--- src/rtl/bus_arbiter.sv ---
// Two-master Wishbone arbiter: alternating priority on simultaneous requests, one idle
// cycle between owners, and a watchdog that aborts transfers the slaves never answer.
module bus_arbiter #(
    parameter int TIMEOUT = 255
) (
    input  logic        CLK_I,
    input  logic        reset,

    input  logic [29:0] m0_ADR_I,
    input  logic        m0_CYC_I,
    input  logic        m0_STB_I,
    input  logic        m0_WE_I,
    input  logic [3:0]  m0_SEL_I,
    input  logic [31:0] m0_DAT_I,
    output logic [31:0] m0_DAT_O,
    output logic        m0_ACK_O,
    output logic        m0_RTY_O,
    output logic        m0_ERR_O,
    input  logic        m0_cpu_space_I,

    input  logic [29:0] m1_ADR_I,
    input  logic        m1_CYC_I,
    input  logic        m1_STB_I,
    input  logic        m1_WE_I,
    input  logic [3:0]  m1_SEL_I,
    input  logic [31:0] m1_DAT_I,
    output logic [31:0] m1_DAT_O,
    output logic        m1_ACK_O,
    output logic        m1_RTY_O,
    output logic        m1_ERR_O,

    output logic [29:0] s_ADR_O,
    output logic        s_CYC_O,
    output logic        s_STB_O,
    output logic        s_WE_O,
    output logic [3:0]  s_SEL_O,
    output logic [31:0] s_DAT_O,
    output logic        s_cpu_space_O,
    input  logic [31:0] s_DAT_I,
    input  logic        s_ACK_I,
    input  logic        s_RTY_I,
    input  logic        s_ERR_I,

    output logic [1:0]  gnt_O
);

    typedef enum logic [2:0] {IDLE, GNT0, GNT1, ABORT, DROP} state_t;

    localparam logic [7:0] WD_LAST = 8'(TIMEOUT - 1);

    state_t      state_reg;
    logic        last_reg;
    logic [7:0]  wd_reg;
    logic [1:0]  gnt_reg;

    logic [1:0]  m_cyc;
    logic [1:0]  m_stb;
    logic [1:0]  m_we;
    logic [1:0]  m_cs;
    logic [29:0] m_adr [2];
    logic [3:0]  m_sel [2];
    logic [31:0] m_dat [2];

    logic        granted;
    logic        slv_term;
    logic [1:0]  ack_vec;
    logic [1:0]  rty_vec;
    logic [1:0]  err_vec;

    assign m_cyc    = {m1_CYC_I, m0_CYC_I};
    assign m_stb    = {m1_STB_I, m0_STB_I};
    assign m_we     = {m1_WE_I, m0_WE_I};
    assign m_cs     = {1'b0, m0_cpu_space_I};
    assign m_adr[0] = m0_ADR_I;
    assign m_adr[1] = m1_ADR_I;
    assign m_sel[0] = m0_SEL_I;
    assign m_sel[1] = m1_SEL_I;
    assign m_dat[0] = m0_DAT_I;
    assign m_dat[1] = m1_DAT_I;

    // last_reg is written on every grant, so it also names the owner in GNTx, ABORT and DROP.
    assign granted  = (state_reg == GNT0) || (state_reg == GNT1);
    assign slv_term = s_ACK_I | s_RTY_I | s_ERR_I;
    assign gnt_O    = gnt_reg;
    assign m0_DAT_O = s_DAT_I;
    assign m1_DAT_O = s_DAT_I;

    always_comb begin
        s_ADR_O       = '0;
        s_CYC_O       = 1'b0;
        s_STB_O       = 1'b0;
        s_WE_O        = 1'b0;
        s_SEL_O       = '0;
        s_DAT_O       = '0;
        s_cpu_space_O = 1'b0;
        if (granted) begin
            s_ADR_O       = m_adr[last_reg];
            s_CYC_O       = m_cyc[last_reg];
            s_STB_O       = m_stb[last_reg];
            s_WE_O        = m_we[last_reg];
            s_SEL_O       = m_sel[last_reg];
            s_DAT_O       = m_dat[last_reg];
            s_cpu_space_O = m_cs[last_reg];
        end
    end

    genvar gi;
    generate
        for (gi = 0; gi < 2; gi++) begin : g_term
            logic owns;
            assign owns        = (last_reg == 1'(gi));
            assign ack_vec[gi] = granted & owns & s_ACK_I;
            assign rty_vec[gi] = granted & owns & s_RTY_I;
            assign err_vec[gi] = owns & ((granted & s_ERR_I) | (state_reg == ABORT));
        end
    endgenerate

    assign m0_ACK_O = ack_vec[0];
    assign m0_RTY_O = rty_vec[0];
    assign m0_ERR_O = err_vec[0];
    assign m1_ACK_O = ack_vec[1];
    assign m1_RTY_O = rty_vec[1];
    assign m1_ERR_O = err_vec[1];

    always_ff @(posedge CLK_I) begin
        if (reset) begin
            state_reg <= IDLE;
            last_reg  <= 1'b1;
            wd_reg    <= '0;
            gnt_reg   <= '0;
        end else begin
            wd_reg <= '0;
            case (state_reg)
                IDLE: begin
                    if (m_cyc[0] && (!m_cyc[1] || last_reg)) begin
                        state_reg <= GNT0;
                        last_reg  <= 1'b0;
                        gnt_reg   <= 2'b01;
                    end else if (m_cyc[1]) begin
                        state_reg <= GNT1;
                        last_reg  <= 1'b1;
                        gnt_reg   <= 2'b10;
                    end
                end
                GNT0, GNT1: begin
                    if (!m_cyc[last_reg]) begin
                        state_reg <= IDLE;
                        gnt_reg   <= '0;
                    end else if (m_stb[last_reg] && !slv_term) begin
                        // A termination in the final watchdog cycle wins over the abort.
                        if (wd_reg == WD_LAST) begin
                            state_reg <= ABORT;
                            gnt_reg   <= '0;
                        end else begin
                            wd_reg <= wd_reg + 8'd1;
                        end
                    end
                end
                ABORT: begin
                    state_reg <= m_cyc[last_reg] ? DROP : IDLE;
                end
                DROP: begin
                    if (!m_cyc[last_reg]) begin
                        state_reg <= IDLE;
                    end
                end
                default: begin
                    state_reg <= IDLE;
                    gnt_reg   <= '0;
                end
            endcase
        end
    end

endmodule

--- config.mk ---
export PLATFORM = sky130hd
export DESIGN_NAME = bus_arbiter
export DESIGN_NICKNAME = d
export VERILOG_FILES = /design/src/rtl/bus_arbiter.sv
export SDC_FILE = /design/constraint.sdc
export NUM_CORES = 1
export LEC_CHECK = 0
export ABC_AREA = 1
export BUFFER_PORTS_ARGS = -buffer_cell sky130_fd_sc_hd__buf_2
export CAP_MARGIN = 40
export CORE_AREA = 2 2 124 126
export CTS_CLUSTER_DIAMETER = 150
export DETAILED_ROUTE_END_ITERATION = 6
export DIE_AREA = 0 0 126 128
export GPL_TIMING_DRIVEN = 0
export HOLD_SLACK_MARGIN = 0.12
export SYNTH_ARGS = -nofsm -noshare
export SYNTH_HDL_FRONTEND = slang
export SYNTH_SLANG_ARGS = --single-unit
--- constraint.sdc ---
create_clock -name CLK_I -period 1.8 [get_ports CLK_I]
set_input_delay 0.54 -clock CLK_I [delete_from_list [all_inputs] [get_ports CLK_I]]
set_output_delay 0.54 -clock CLK_I [all_outputs]
set_load 0.02 [all_outputs]
==> results by stage <==
Placed design:
- The final weighted congestion of routability-driven global placement is 0.806.
- The post-place setup slack is -0.653 ns.
- After detailed placement, the total cell area comes to 4080 um2.
- The sum of net half-perimeters after detailed placement is 9820 um.
- In this run the tool buffered the top-level ports with 285 buffer cells.

Setup path:
- The biggest fanout along the worst timing path is 10.
- Walking the worst path, the cells encountered are inv_4 -> nand2_4 -> nand3_4 -> buf_12 -> buf_8 -> a21oi_1 -> buf_4.
- The number of cells on the worst reg-to-reg path is 10.
- The launching element of the worst setup path is state_reg[1]$_SDFFE_PP0P_.
- The required arrival time at the worst endpoint is 1.26 ns.
- The type of element capturing the critical path is a primary output.
- The worst path arrival time is 1.44 ns.
- The largest incremental delay on the critical path is 0.37 ns.
- Among all stages on the critical path, the largest delay is contributed by sky130_fd_sc_hd__dfxtp_4.
- The critical path in this run is classified as reg -> out.
- STA classifies the critical path startpoint as a register.
- The worst register-to-register path begins at state_reg[0]$_SDFFE_PP0P_.

Synth:
- Sequential cells were found to cover 12.6% of the synthesized design area.
- The top cell type by area accounts for 28.3% of the synthesized area.
- The count of different cell masters after synthesis is 24.
- Summed over all instances, the cell type with the most area after synthesis is sky130_fd_sc_hd__nand2_1.
- By area the synthesized netlist is led by sky130_fd_sc_hd__nand2_1 (28%), sky130_fd_sc_hd__buf_4 (22%), sky130_fd_sc_hd__a21oi_1 (15%).
- The number of standard cells after synthesis is 415.
- During synthesis, Yosys emitted a total of 0 warnings.
- Synthesis inferred 14 register bits.
- The synthesized area divided by synthesized cell count is 5.37 um2.
- Summing every instance area after synthesis gives 2230 um2.
- The post-synthesis net count is 593.

Detailed routing:
- The routed length per instance is 14.3 um.
- The total DRC errors in the routed layout is 0.
- Detailed routing inserted a total of 3695 vias.
- For this block, the routed nets add up to 13100 um of wire.
- The length of the first detailed-routing pass in iterations is 4.
- In the routed layout, each cell is associated on average with a via count of 4.03.
- The count of antenna-violating nets left after detailed routing is 0.
- In this run, the number of DRC markers left after iteration 0 of detailed routing was 86.

Timing:
- Counting I/O delays and the setup requirement, the final critical path takes 1.98 ns.
- The worst pin sits at a relative slew slack of 80.8%.
- Across all setup checks in the final design, the least slack found is -0.178 ns.
- The clock arrives with 0.00186 ns of skew.
- The highest achievable clock rate is 0.506 GHz.
- Setup repair after global routing could not meet its margin everywhere.
- After routing, the total negative slack on setup checks comes to -10.53 ns.
- The smallest hold slack is 0.470 ns.
- The slew of the pin with the lowest slew margin is 0.286 ns.
- The number of failing hold endpoints at the final stage is 0.
- In the finished design, the share of the clock period the worst path needs comes to 110%.
- Setup violations remaining at the end of the flow were counted as 76.
- The final count of pins violating max slew is 0.

Flow run:
- The max-capacitance violation count is 0.

Clock tree:
- The maximum clock path buffer count is 2.
- Clock-pin slew was measured on the worst setup and hold paths at 0.05 ns.
- The buffer cell driving the clock tree root is sky130_fd_sc_hd__clkbuf_16.
- CTS built an H-tree with a depth of 1.
- TritonCTS built the clock tree.
- The TritonCTS buffer count is 3.
- The clock latency on the worst-skew pair is 0.24 ns.
- The TritonCTS sink count is 14.
- The number of hold buffers added after CTS was 0.

Layout:
- 0 antenna diodes ended up in the layout.
- The post-layout net count is 909.
- The register with the most flip-flops in the layout has 8 of them.
- Of the cells placed in the final design, the portion with a size suffix greater than 1 is 69.2%.
- The post-route cell area is 5510 um2.
- The layout overhead on the synthesized area is 147%.

GRT:
- The number of antenna violations at the first check in global routing was 0.
- The number of global-route vias before repair is 3408.
- The first global-routing pass estimated 18600 um of wire.
- Entering global routing, the biggest net connects 11 pins.
- Global routing finished with a remaining overflow of 0.
- For this run, the total global-route usage over all layers was measured as 14.3%.

Power and ir drop:
- The fraction of power spent switching nets is 49.4%.
- Summed over all cells, the static leakage comes to 2.78 nW.
- The maximum VDD drop is 0.000516 V.
- The switching power is 3.74 mW.
- The total power density per cell area is 1370 nW/um2.
- Summing internal, switching and leakage power gives 7.57 mW.
- The share of total power in combinational logic is 88.2%.
- The relative contribution of sequential cells to total power is 5.5%.
- The cell internal power dissipation is 3.83 mW.
- The clock network fraction of design power is 6.2%.

Floorplanning:
- The die span in y is 128 um.
- The number of ports placed on the die boundary is 318.
- The floorplan step defined a die boundary enclosing 16100 um2.
- The starting utilization of the core area is 15.0%.
- In this run the core area contains 45 standard-cell rows.
- The core box area is 14900 um2.
- Measured along the x axis, the die boundary spans 126 um.

Worst hold path:
- The startpoint of the tightest hold check path is wd_reg[0]$_SDFF_PP0_.
- The path class of the tightest hold or removal check is reg -> reg.
- Counting instances, the worst hold path has a depth of 1.

Outcome:
- The checks that failed: setup timing.
- The run finished, with violations left.
## power groups by stage
stage	clock, mW	sequential (mW)	combinational [mW]
finish	0.470	0.420	6.68
floorplan	0	0.410	2.61
CTS	0.481	0.404	6.08
global route	0.498	0.424	7.12
global placement	0	0.398	4.03
detailed placement	0	0.399	4.03
## layout make-up
| class | count | area, um2 |
|---|---|---|
| plain buffers | 87 | 831 |
| clock buffers | 4 | 88.8 |
| fillers | 1640 | 9350 |
| inverters | 18 | 85.1 |
| multi-input cells | 296 | 1870 |
| flip-flops and latches | 14 | 293 |
| well taps | 188 | 235 |
| repair buffers | 311 | 2110 |
## routing by layer
metal	track usage [%]	wire (um)	vias to the layer above
met2	26.4	6970	155
li1	-	-	1872
met4	1.29	119	0
met5	0	0	-
met3	1.84	682	10
met1	18.5	5320	1658
## layout by cell type, fill, tap and decap left out, types with 10 or more instances in the layout
cell,n
sky130_fd_sc_hd__buf_2,209
sky130_fd_sc_hd__a21oi_4,29
sky130_fd_sc_hd__buf_4,116
sky130_fd_sc_hd__nand2_1,159
sky130_fd_sc_hd__nor2_1,18
sky130_fd_sc_hd__buf_8,12
sky130_fd_sc_hd__nor2_2,11
sky130_fd_sc_hd__inv_1,13
sky130_fd_sc_hd__a21oi_2,37
sky130_fd_sc_hd__dfxtp_1,10
sky130_fd_sc_hd__clkbuf_16,10
sky130_fd_sc_hd__buf_6,44
## cells by family after synthesis
| family | share of synthesized area [%] |
|---|---|
| AND/OR/NAND/NOR | 37.9 |
| buffers and inverters | 29.1 |
| AO/OA/AOI/OAI | 16.9 |
| flip-flops | 12.6 |
| XOR/XNOR | 2.36 |
| adder cells (fa/ha/maj) | 1.12 |
## worst max-delay path, delay by kind of cell, from the launching register on
| family | cells | cell delay (ns) |
|---|---|---|
| buf+inv | 4 | 0.52 |
| compound gates | 1 | 0.13 |
| flops | 1 | 0.37 |
| simple gates | 2 | 0.17 |
## final timing paths
| kind | end | slack, ns |
|---|---|---|
| min | wd_reg[0]$_SDFF_PP0_ | 0.47 |
| max reg2reg | state_reg[1]$_SDFFE_PP0P_ | 0.15 |
| max | s_DAT_O[17] | -0.18 |
| min reg2reg | wd_reg[0]$_SDFF_PP0_ | 0.47 |
## what timing repair did
item / CTS / global route
setup buffers: 13 / 6
hold endpoints to repair: 0 / 0
endpoints found under the setup margin: 76 / 80
gates cloned: 6 / 1
gates resized for setup: 221 / 69
pin swaps: 10 / 10
## cell usage after synthesis (all sizes together)
master  number
a211oi       1
a21oi       68
a31oi        1
buf         70
clkbuf      17
dfxtp       14
ha           2
inv         18
nand2      168
nand3       10
nor2        33
nor3         2
o21ai        4
or3          1
xnor2        3
xor2         3
## stage by stage
step                      cells  util (%)
after floorplan             415         -
after global placement      888      27.5
after detailed placement    888      27.5
after CTS                   911      34.6
after global routing        918      37.1
final                       918      37.1
Power figures use the tool's default switching activity.
